$ cat src/rtl/sram_audio_ctrl_if.sv
// SRAM bus between the audio record/playback controller (master) and the sample memory (slave).
interface sram_audio_ctrl_if #(
    parameter int ADDR_W = 18
);
    logic [ADDR_W-1:0] sram_addr;
    logic [15:0]       sram_wdata;
    logic [15:0]       sram_rdata;
    logic              sram_we_n;
    logic              sram_oe_n;

    modport master (
        output sram_addr,
        output sram_wdata,
        output sram_we_n,
        output sram_oe_n,
        input  sram_rdata
    );

    modport slave (
        input  sram_addr,
        input  sram_wdata,
        input  sram_we_n,
        input  sram_oe_n,
        output sram_rdata
    );
endinterface

$ cat src/rtl/sram_audio_ctrl.sv
// Record/playback controller streaming 16-bit audio samples through a single-port SRAM.
// Optional feature macro LOOP_PLAY_EN: playback wraps to address 0 instead of stopping at end_addr.
module sram_audio_ctrl #(
    parameter int          ADDR_W    = 18,
    parameter int unsigned ADDR_LAST = (1 << ADDR_W) - 1
) (
    input  logic              bclk,
    input  logic              rst,
    input  logic              key_play,
    input  logic              key_rec,
    input  logic              key_stop,
    input  logic              key_pause,
    input  logic              adc_req,
    input  logic [15:0]       adc_data,
    input  logic              dac_req,
    output logic [15:0]       dac_data,
    output logic              dac_valid,
    output logic [1:0]        state,
    output logic [ADDR_W-1:0] end_addr,
    sram_audio_ctrl_if.master bus
);
    typedef enum logic [1:0] {
        S_IDLE  = 2'd0,
        S_PLAY  = 2'd1,
        S_REC   = 2'd2,
        S_PAUSE = 2'd3
    } state_t;

    typedef enum logic [2:0] {K_NONE, K_STOP, K_PAUSE, K_REC, K_PLAY} key_t;

    localparam logic [ADDR_W-1:0] LAST = ADDR_W'(ADDR_LAST);

    state_t            cur, nxt;
    key_t              key;
    logic [ADDR_W-1:0] addr, addr_nxt, addr_inc, end_nxt;
    logic              resume_rec, resume_nxt;
    logic              rd_pend;
    logic [15:0]       dac_hold;
    logic              wr_en, rd_en;

    // NOTE: sequential state uses non-blocking assignments so every register samples pre-edge values.
    always_ff @(posedge bclk or posedge rst) begin
        if (rst) begin
            cur        <= S_IDLE;
            addr       <= '0;
            end_addr   <= '0;
            resume_rec <= 1'b0;
            rd_pend    <= 1'b0;
            dac_hold   <= '0;
        end else begin
            cur        <= nxt;
            addr       <= addr_nxt;
            end_addr   <= end_nxt;
            resume_rec <= resume_nxt;
            rd_pend    <= rd_en;
            if (rd_pend) dac_hold <= bus.sram_rdata;
        end
    end

    // NOTE: every variable gets a default before the case so no latch is inferred.
    always_comb begin
        nxt        = cur;
        addr_nxt   = addr;
        end_nxt    = end_addr;
        resume_nxt = resume_rec;
        addr_inc   = addr + 1'b1;
        wr_en      = (cur == S_REC)  && adc_req;
        rd_en      = (cur == S_PLAY) && dac_req;

        if (key_stop)       key = K_STOP;
        else if (key_pause) key = K_PAUSE;
        else if (key_rec)   key = K_REC;
        else if (key_play)  key = K_PLAY;
        else                key = K_NONE;

        case (cur)
            S_IDLE: begin
                if (key == K_REC) begin
                    nxt      = S_REC;
                    addr_nxt = '0;
                    end_nxt  = '0;
                end else if (key == K_PLAY && end_addr != '0) begin
                    nxt      = S_PLAY;
                    addr_nxt = '0;
                end
            end
            S_REC: begin
                if (key == K_STOP) nxt = S_IDLE;
                else if (key == K_PAUSE) begin
                    nxt        = S_PAUSE;
                    resume_nxt = 1'b1;
                end
                // A write in flight always lands; filling the last word overrides any key.
                if (wr_en) begin
                    addr_nxt = addr_inc;
                    end_nxt  = (addr == '1) ? addr : addr_inc;
                    if (addr == LAST) nxt = S_IDLE;
                end
            end
            S_PLAY: begin
                if (key == K_STOP) nxt = S_IDLE;
                else if (key == K_PAUSE) begin
                    nxt        = S_PAUSE;
                    resume_nxt = 1'b0;
                end
                if (rd_en) begin
                    addr_nxt = addr_inc;
                    if (addr_inc == end_addr) begin
`ifdef LOOP_PLAY_EN
                        addr_nxt = '0;
`else
                        nxt = S_IDLE;
`endif
                    end
                end
            end
            S_PAUSE: begin
                if (key == K_STOP) nxt = S_IDLE;
                else if (key == K_PAUSE || key == K_PLAY) nxt = resume_rec ? S_REC : S_PLAY;
            end
            default: nxt = S_IDLE;
        endcase
    end

    // Strobes follow the request in the same cycle; the read sample is shown while it is on the bus.
    assign bus.sram_we_n  = ~wr_en;
    assign bus.sram_oe_n  = ~rd_en;
    assign bus.sram_addr  = addr;
    assign bus.sram_wdata = wr_en ? adc_data : 16'h0000;
    assign dac_valid      = rd_pend;
    assign dac_data       = rd_pend ? bus.sram_rdata : dac_hold;
    assign state          = cur;
endmodule

$ cat src/flat_wrapper.sv
// flat-port wrapper written by rule: the top's interface ports become plain ports
module sram_audio_ctrl_flat 
#(
    parameter int          ADDR_W    = 18,
    parameter int unsigned ADDR_LAST = (1 << ADDR_W) - 1
)
  (bclk, rst, key_play, key_rec, key_stop, key_pause, adc_req, adc_data, dac_req, dac_data, dac_valid, state, end_addr, bus_sram_addr, bus_sram_wdata, bus_sram_we_n, bus_sram_oe_n, bus_sram_rdata);
  sram_audio_ctrl_if #(.ADDR_W(ADDR_W)) bus_i ();
  input  logic bclk;
  input  logic rst;
  input  logic key_play;
  input  logic key_rec;
  input  logic key_stop;
  input  logic key_pause;
  input  logic adc_req;
  input  logic [15:0] adc_data;
  input  logic dac_req;
  output logic [15:0] dac_data;
  output logic dac_valid;
  output logic [1:0] state;
  output logic [ADDR_W-1:0] end_addr;
  output wire logic [$bits(bus_i.sram_addr)-1:0] bus_sram_addr;
  output wire logic [$bits(bus_i.sram_wdata)-1:0] bus_sram_wdata;
  output wire logic [$bits(bus_i.sram_we_n)-1:0] bus_sram_we_n;
  output wire logic [$bits(bus_i.sram_oe_n)-1:0] bus_sram_oe_n;
  input wire logic [$bits(bus_i.sram_rdata)-1:0] bus_sram_rdata;
  assign bus_sram_addr = bus_i.sram_addr;
  assign bus_sram_wdata = bus_i.sram_wdata;
  assign bus_sram_we_n = bus_i.sram_we_n;
  assign bus_sram_oe_n = bus_i.sram_oe_n;
  assign bus_i.sram_rdata = bus_sram_rdata;
  sram_audio_ctrl #(.ADDR_W(ADDR_W), .ADDR_LAST(ADDR_LAST)) u_core (.bclk(bclk), .rst(rst), .key_play(key_play), .key_rec(key_rec), .key_stop(key_stop), .key_pause(key_pause), .adc_req(adc_req), .adc_data(adc_data), .dac_req(dac_req), .dac_data(dac_data), .dac_valid(dac_valid), .state(state), .end_addr(end_addr), .bus(bus_i));
endmodule
$ cat config.mk
export PLATFORM = sky130hd
export DESIGN_NAME = sram_audio_ctrl_flat
export DESIGN_NICKNAME = d
export VERILOG_FILES = /design/src/rtl/sram_audio_ctrl_if.sv /design/src/rtl/sram_audio_ctrl.sv /design/src/flat_wrapper.sv
export SDC_FILE = /design/constraint.sdc
export NUM_CORES = 1
export LEC_CHECK = 0
export CAP_MARGIN = 30
export CORE_UTILIZATION = 43
export CTS_BUF_LIST = sky130_fd_sc_hd__clkbuf_8
export CTS_CLUSTER_SIZE = 8
export DETAILED_ROUTE_END_ITERATION = 10
export GPL_ROUTABILITY_DRIVEN = 0
export PLACE_DENSITY_LB_ADDON = 0.15
export SLEW_MARGIN = 25
export SYNTH_ARGS = -nofsm -noshare
export SYNTH_HDL_FRONTEND = slang
export SYNTH_SLANG_ARGS = --single-unit
$ cat constraint.sdc
create_clock -name bclk -period 2.36 [get_ports bclk]
set_clock_uncertainty 0.15 [all_clocks]
set_input_delay 0.472 -clock bclk [delete_from_list [all_inputs] [get_ports bclk]]
set_output_delay 0.472 -clock bclk [all_outputs]
set_load 0.01 [all_outputs]
==> impl.org, run 1 <==
** Run status
- The flow ran to the end, but the final reports show violations.
- The checks that failed: negative setup slack.

** Detailed routing
- Post-route DRC violation count :: 0
- The count of nets left with antenna violations once routing finished came out at 0.
- The final route contains 3835 vias.
- Vias per cell :: 5.68
- Number of search-and-repair iterations in the first detailed-routing pass :: 5
- After detailed routing, the total wire length is around 12 mm.
- Routed length per placed instance :: 17.5 um
- The detailed router finished its first iteration with roughly 270 violations.

** Synth
- After synthesis, the cell types taking the most area are sky130_fd_sc_hd__dfrtp_1 40%, sky130_fd_sc_hd__mux2_2 5.8%, sky130_fd_sc_hd__a22o_1 5.8%.
- Synthesis handed over a netlist of approximately 380 instances.
- In this run the mean area of a mapped cell was 9.25 um^2.
- Syn Nets :: 423
- The share of synthesized area in the top cell type comes to 0.401.
- Flip-flop and latch count after synthesis :: 56
- Counting flops with a built-in enable in the synthesized netlist gives 0.
- Most common flop cell mapped by yosys :: sky130_fd_sc_hd__dfrtp_1
- The synthesized design spends more area on one cell type than any other, namely sky130_fd_sc_hd__dfrtp_1.
- Of the synthesized area, sequential elements account for 0.401.
- Counting distinct cell types in the post-synthesis netlist gives 56.
- Async set-reset flop share out of synthesis :: 1.00
- The cell area that synthesis handed to floorplanning was about 3500 um^2.
- Ys Warns :: 0

** Layout
- Leaving out fill and tap cells, the most frequent cell in the layout is sky130_fd_sc_hd__buf_4.
- Of the cells placed in the final design, the portion with a size suffix greater than 1 is 0.295.
- After the last flow step, the layout net total stands at about 620.
- Most frequent cells in the layout :: 94 x sky130_fd_sc_hd__buf_4, 81 x sky130_fd_sc_hd__clkdlybuf4s50_1, 52 x sky130_fd_sc_hd__dfrtp_1, 40 x sky130_fd_sc_hd__nand2_1, 24 x sky130_fd_sc_hd__o21ai_0
- Number of standard cells in the final layout excluding fillers :: between 600 and 700
- Diode count :: 0
- Area added between synthesis and finish :: 65.3%
- Finished Core Util :: 0.740

** GRT
- Entering global routing, the biggest net connects 57 pins.
- The initial antenna violation count came to 0.
- The number of global-route vias before repair came to about 3600.
- GR Util All Layers :: 0.269
- Total global routing overflow :: 0
- Global-route wire length before repair :: ~18 mm

** Power
- Power per standard cell area :: 1030 nW/um^2
- IR analysis of the VDD net gives a maximum drop of 0.660 mV.
- Leakage power of the design :: roughly 2.8 nW

** Critical path
- Family with the most delay on the worst path :: simple AND/OR/NAND/NOR gates
- Largest driver fanout on the critical path :: 4
- The slowest stage of the critical path is the sky130_fd_sc_hd__dfrtp_2 cell.
- Endpoint required time on the critical path :: approximately 2400 ps
- The cell that appears most often on the critical path is sky130_fd_sc_hd__buf_6.
- The critical path starts at u_core.bus.sram_addr[0]$_DFFE_PP0P_.
- Worst path arrival time :: about 2500 ps
- In this run the critical register-to-register path is launched from u_core.bus.sram_addr[0]$_DFFE_PP0P_.
- Worst setup EP type :: flop
- Traced cell by cell, the critical path runs through buf_6, nand4_4, buf_6, nor4_4, buf_4, nand4_1, xnor2_2, nor2_1, a41oi_1, o21ai_1, a31oi_1.
- The critical path is of the flop to flop type.
- Crit path largest cell delay :: 440 ps
- Type of origin of the critical path :: flop
- Number of buffer and inverter instances along the worst setup path :: 3

** Clock network
- Root buffer cell :: sky130_fd_sc_hd__clkbuf_8
- Hold buffer count at cts :: 0
- In this run the number of H-tree levels came out at 2.
- The clock drives 56 sinks.
- Clock latency on the worst-skew pair, taken at its later pin, is ~320 ps.
- Total clock buffers created by CTS :: 5
- Clock-pin slew on the worst setup and hold paths :: between 100 and 150 ps
- TritonCTS built the clock tree.
- Maximum buffer depth of the clock tree :: 2

** Floorplanning
- IO Pins :: about 110
- Width of the die :: about 90 um
- Count of standard-cell rows :: 32
- The floorplan step set the die height to 92.2 um.
- Initial standard-cell utilization of the core :: 0.448
- In this run the standard cell core region covers between 7000 and 8000 um^2.
- The die covers between 8000 and 9000 um^2.

** STA
- The number of pins with negative max-slew slack in the final report came to 0.
- At the pin with the least slew margin, the transition time is 647 ps.
- Final count of negative-setup-slack endpoints :: 3
- Timing-limited maximum frequency :: around 400 MHz
- Setup repair after global routing could not meet its margin everywhere.
- Portion of the clock cycle consumed by the worst path in the final layout :: 1.03
- Rel. slew slack :: 0.565
- After layout, the minimum clock period comes to roughly 2400 ps.
- In the post-route analysis, the smallest setup slack over all paths is -80.1 ps.
- Hold Vio Cnt, Final :: 0

** Worst hold path
- The tightest min-delay check is of the flop to flop type.
- In this run the most critical hold path is launched from u_core.dac_hold[13]$_DFF_PP0_.

** Job
- Max-cap violations :: 0

** Placed design
- The wire-length estimate of the detail-placed layout is 8.40 mm.
- Post-Place Setup Slack :: -220 ps
- Number of port buffers :: about 110
- Total instance count after detailed placement :: 657
-- flip-flops by register name (all words and copies together) (netlist names) --
register,flops
u_core.resume_rec,1
u_core.end_addr,18
u_core.dac_valid,1
u_core.state,2
u_core.bus.sram_addr,18
u_core.dac_hold,16
-- through the flow --
| stage | hold slack, ps | cell area (um^2) | TNS [ps] | total power [mW] |
|---|---|---|---|---|
| after detailed placement | 335 | 5380 | -4130 | 5.06 |
| after floorplan | 363 | 3550 | -47.0 | 3.29 |
| after global routing | 374 | 5780 | -728 | 6.33 |
| after CTS | 359 | 5570 | -136 | 5.70 |
| final | 352 | 5780 | -167 | 5.96 |
| after global placement | 328 | 5380 | -2070 | 4.98 |
-- report_power, final --
group / internal [mW] / switching [mW]
clock network: 0.218 / 0.349
logic: 2.03 / 1.87
registers: 1.29 / 0.220
-- synth_stat cells, types with 2 or more instances --
cell type / n
sky130_fd_sc_hd__a22o_1: 23
sky130_fd_sc_hd__o311ai_0: 2
sky130_fd_sc_hd__a31oi_1: 6
sky130_fd_sc_hd__nand3_2: 2
sky130_fd_sc_hd__a21o_1: 2
sky130_fd_sc_hd__o31ai_1: 3
sky130_fd_sc_hd__o21a_1: 3
sky130_fd_sc_hd__a21oi_1: 11
sky130_fd_sc_hd__o211ai_1: 2
sky130_fd_sc_hd__nand4_1: 11
sky130_fd_sc_hd__xor2_1: 9
sky130_fd_sc_hd__dfrtp_1: 56
sky130_fd_sc_hd__o21ai_0: 26
sky130_fd_sc_hd__or4_4: 2
sky130_fd_sc_hd__and4_1: 3
sky130_fd_sc_hd__nand3_1: 13
sky130_fd_sc_hd__xnor3_1: 2
sky130_fd_sc_hd__nor4_1: 8
sky130_fd_sc_hd__xnor2_1: 10
sky130_fd_sc_hd__buf_4: 3
sky130_fd_sc_hd__buf_2: 5
sky130_fd_sc_hd__mux2_2: 18
sky130_fd_sc_hd__and3_1: 18
sky130_fd_sc_hd__nand4_2: 2
sky130_fd_sc_hd__nor2_1: 12
sky130_fd_sc_hd__nor2b_1: 6
sky130_fd_sc_hd__ha_1: 5
sky130_fd_sc_hd__o22ai_1: 3
sky130_fd_sc_hd__nand2b_1: 6
sky130_fd_sc_hd__buf_1: 2
sky130_fd_sc_hd__and2_1: 3
sky130_fd_sc_hd__nand2_1: 40
sky130_fd_sc_hd__nor3_1: 8
sky130_fd_sc_hd__clkbuf_1: 16
sky130_fd_sc_hd__or3_1: 2
sky130_fd_sc_hd__inv_1: 15
-- worst paths after layout --
check | slack [ps] | endpoint | cells past startpoint
min reg2reg | 350 | u_core.dac_hold[13]$_DFF_PP0_ | 1
max in group asynchronous | 1420 | u_core.bus.sram_addr[0]$_DFFE_PP0P_ | 3
min in group asynchronous | 360 | u_core.end_addr[11]$_DFFE_PP0P_ | 3
max reg2reg | -80 | u_core.state[1]$_DFFE_PP0P_ | 11
max | -80 | u_core.state[1]$_DFFE_PP0P_ | 11
min | 350 | u_core.dac_hold[13]$_DFF_PP0_ | 1
-- kinds of logic (layout without fill, tap and decap cells) --
kind of cell,count (synthesis),after routing,share of synthesized area
buffers and inverters,42,237,0.0505
DFF,56,56,0.401
and+or+nand+nor,142,142,0.223
muxes,19,19,0.0608
AOI/OAI and AO/OA,92,92,0.180
adders and majority gates,5,5,0.0179
xor gates and xnor gates,22,22,0.0673
-- routing by layer --
metal,part of all wire,global-route usage
met1,0.40,0.353
met2,0.50,0.460
met3,0.080,0.0357
met4,0.021,0.0820
met5,0,0
-- area by class of cell --
cell class	instances	area (um^2)
repair buffers	214	1980
inverters	15	56.3
clock inverters	3	25.0
well taps	102	128
fillers	566	2030
flip-flops and latches	56	1410
clock buffers	5	68.8
multi-input cells	280	2120
-- repair_timing --
| item | CTS | global route |
|---|---|---|
| setup buffers | 1 | 9 |
| setup endpoints to repair | 37 | 48 |
| gates resized for setup | 37 | 36 |
| pin swaps | 8 | 12 |
| cloned | 0 | 1 |
No activity file was read; power rests on OpenSTA's default activity.
==> inputs of run 2 (changes only) <==
- CORE_UTILIZATION: 43 -> 52
- clock period: 2.36 -> 3.1 ns (I/O delays scaled with it)
==> impl.org, run 2 (same netlist as run 1, synthesis figures left out) <==
** Detailed routing
- Routed length per placed instance :: 17.4 um (-0.65%)
- Wire length after detailed routing :: 9.69 mm (-18%)
- The number of vias per cell after detailed routing is 6.00 (+5.6%).
- Number of DRC violations after detailed-routing iteration 0 :: 194 (-28%)
- The DRC violations left was 18 (+18).
- The overall via count from detail_route was 3348 (-13%).
- The number of search-and-repair iterations in the first detailed-routing pass came to 7 (+2).
- The antenna violation net count after detailed routing was 0 (unchanged).

** Layout
- Most frequent cells in the layout :: 112 x sky130_fd_sc_hd__clkdlybuf4s50_1, 55 x sky130_fd_sc_hd__dfrtp_1, 40 x sky130_fd_sc_hd__nand2_1, 26 x sky130_fd_sc_hd__o21ai_0, 23 x sky130_fd_sc_hd__a22o_1
- The number of inserted diodes was 0 (unchanged).
- Share of cells above drive strength 1 :: 0.104 (-0.191)
- The end-of-flow core utilization came to 0.747 (+0.00651).
- Leaving out fill and tap cells, the most frequent cell in the layout is sky130_fd_sc_hd__clkdlybuf4s50_1.
- The number of nets in the final layout came to 525 (-15%).
- The count of filler cells inserted in the layout came to 466 (-18%).
- From synthesis to final layout, the design area changed by 37.2%.

** STA
- Timing-limited maximum frequency :: 340 MHz (-17%)
- Rel. slew slack :: 0.531 (-0.0337)
- Final count of negative-setup-slack endpoints :: 0 (-3)
- Worst Tran Pin Value :: 703 ps (+55.7 ps)
- Number of pins exceeding their max-slew limit in the final report :: 0 (unchanged)
- Fin crit period :: 2940 ps (+503 ps)
- Setup repair after global routing left no endpoint under its margin.
- The post-route fraction of the period consumed by the critical path is 0.949 (-0.0846).
- Post-route worst setup slack :: 157 ps (+237 ps)
- The total negative slack for setup checks came to 0 ps (+167 ps).
- The hold violation total from the final report came to 0 (unchanged).

** Run status
- Failing checks :: design-rule violations
- Run status :: finished, violations left

** Critical path
- The kind of cell with the highest combined delay along the critical path is simple AND/OR/NAND/NOR gates.
- Series of cell instances along the critical path :: ha_2, nand3_2, or4_4, a31oi_1, nand4_1, nor4_2, a41oi_1, o21ai_1, a31oi_1
- The critical path is of the flop to flop type.
- Endpoint required time on the critical path :: 3140 ps (+730 ps)
- The count of buffer and inverter cells on the critical path was 0 (-3).
- The slowest stage of the critical path belongs to the cell sky130_fd_sc_hd__or4_4.
- The flop-to-flop setup slack is 160 ps (+240 ps).
- The worst setup path is captured at a flop.
- Largest driver fanout on the critical path :: 9 (+5)
- Cell with the most instances on the worst path :: sky130_fd_sc_hd__a31oi_1
- The longest individual stage delay on the worst path was 580 ps (+140 ps).
- Worst path arrival time :: 2990 ps (+500 ps)
- STA classifies the critical path startpoint as a flop.

** Clock network
- Total clock buffers created by CTS :: 5 (unchanged)
- Clock-pin slew on the worst setup and hold paths :: 110 ps (about the same)
- Post-CTS setup buffer count :: 0 (-1)
- The count of clock tree sinks was 56 (unchanged).
- The source-to-sink clock delay at the later pin of the worst-skew pair was 310 ps (about the same).
- TritonCTS built the clock tree.
- Maximum buffer depth of the clock tree :: 2 (unchanged)
- The level count of the clock H-tree was 2 (unchanged).
- CTS placed an instance of sky130_fd_sc_hd__clkbuf_8 at the clock tree root.

** Floorplanning
- Die Area :: 7050 um^2 (-17%)
- Height of the chip :: 84.0 um (-8.9%)
- Width of the die :: 84.0 um (-8.9%)
- The floorplan core area was 6420 um^2 (-18%).
- The initial core utilization is 0.544 (+0.0966).
- The count of pins on the block boundary came to 113 (unchanged).
- Count of standard-cell rows :: 29 (-9.4%)

** GRT
- Largest net degree at the start of global routing :: 57 (unchanged)
- The initial antenna violation count was 0 (unchanged).
- Vias in the first global route :: 3130 (-12%)
- The total overflow reported by the global router was 0 (unchanged).
- Global-route wire length before repair :: 15.9 mm (-11%)
- The overall fraction of global-route tracks in use is 0.282 (+0.0136).

** Placed design
- Number of port buffers :: 112 (unchanged)
- Post-Place Setup Slack :: 80.3 ps (+300 ps)
- The detailed placer's ending HPWL was 7.13 mm (-15%).

** Power
- The power per unit of standard cell area is 811 nW/um^2 (-21%).
- The highest ir drop seen on vdd is 0.489 mV (-26%).
- The leakage dissipation came to 2.07 nW (-26%).

** Job
- Max-cap violations :: 0 (unchanged)

** Worst hold path
- In this run the worst hold path is classified as flop to flop.
[run 2: routing by layer]
metal	wire (um)	part of all wire	GRT usage	vias to the layer above
met5	0	0	0	-
met1	4180	0.43	0.389	1555
met3	749	0.077	0.0376	18
li1	-	-	-	1593
met2	4600	0.47	0.461	182
met4	162	0.017	0.0940	0
[run 2: final timing paths]
check | startpoint | to | depth (start not counted)
min reg2reg | u_core.dac_hold[14]$_DFF_PP0_ | u_core.dac_hold[14]$_DFF_PP0_ | 1
min | u_core.dac_hold[14]$_DFF_PP0_ | u_core.dac_hold[14]$_DFF_PP0_ | 1
max in group asynchronous | rst | u_core.bus.sram_addr[1]$_DFFE_PP0P_ | 3
max reg2reg | u_core.bus.sram_addr[1]$_DFFE_PP0P_ | u_core.state[1]$_DFFE_PP0P_ | 9
min in group asynchronous | rst | u_core.dac_hold[2]$_DFF_PP0_ | 3
max | u_core.bus.sram_addr[1]$_DFFE_PP0P_ | u_core.state[1]$_DFFE_PP0P_ | 9
[run 2: power by group]
part           total (mW)  switching (mW)  leakage [nW]  internal, mW
Sequential           1.25           0.272         0.728         0.974
Combinational        2.22            1.10          1.30          1.12
Clock               0.423           0.257        0.0452         0.165
[run 2: area by class of cell]
cell class / count / area [um^2] / share of cell area
Timing Repair Buffer: 122 / 1210 / 0.252
Multi-Input combinational cell: 280 / 1940 / 0.404
Sequential cell: 56 / 1400 / 0.292
Inverter: 15 / 56.3 / 0.0117
Clock buffer: 5 / 68.8 / 0.0143
Tap cell: 77 / 96.3 / 0.0201
Clock inverter: 3 / 25.0 / 0.00522
[run 2: timing repair]
action                                  4_1_cts  5_1_grt
endpoints found under the setup margin        0        2
resized for setup                             0        4
hold buffers                                  0        0
[run 2: per-stage QoR]
step	cell area (um^2)	cells	total power [mW]	hold slack (ps)
after floorplan	3500	378	2.46	363
after global placement	4680	550	3.38	327
after detailed placement	4680	550	3.44	333
after CTS	4780	558	3.88	359
after global routing	4800	558	4.14	369
final	4800	558	3.89	354
==> inputs of run 3 (changes only) <==
- CTS_CLUSTER_DIAMETER: not set -> 150
==> results of run 3 <==
The final DEF is identical to that of run 2; final timing and power are the same.
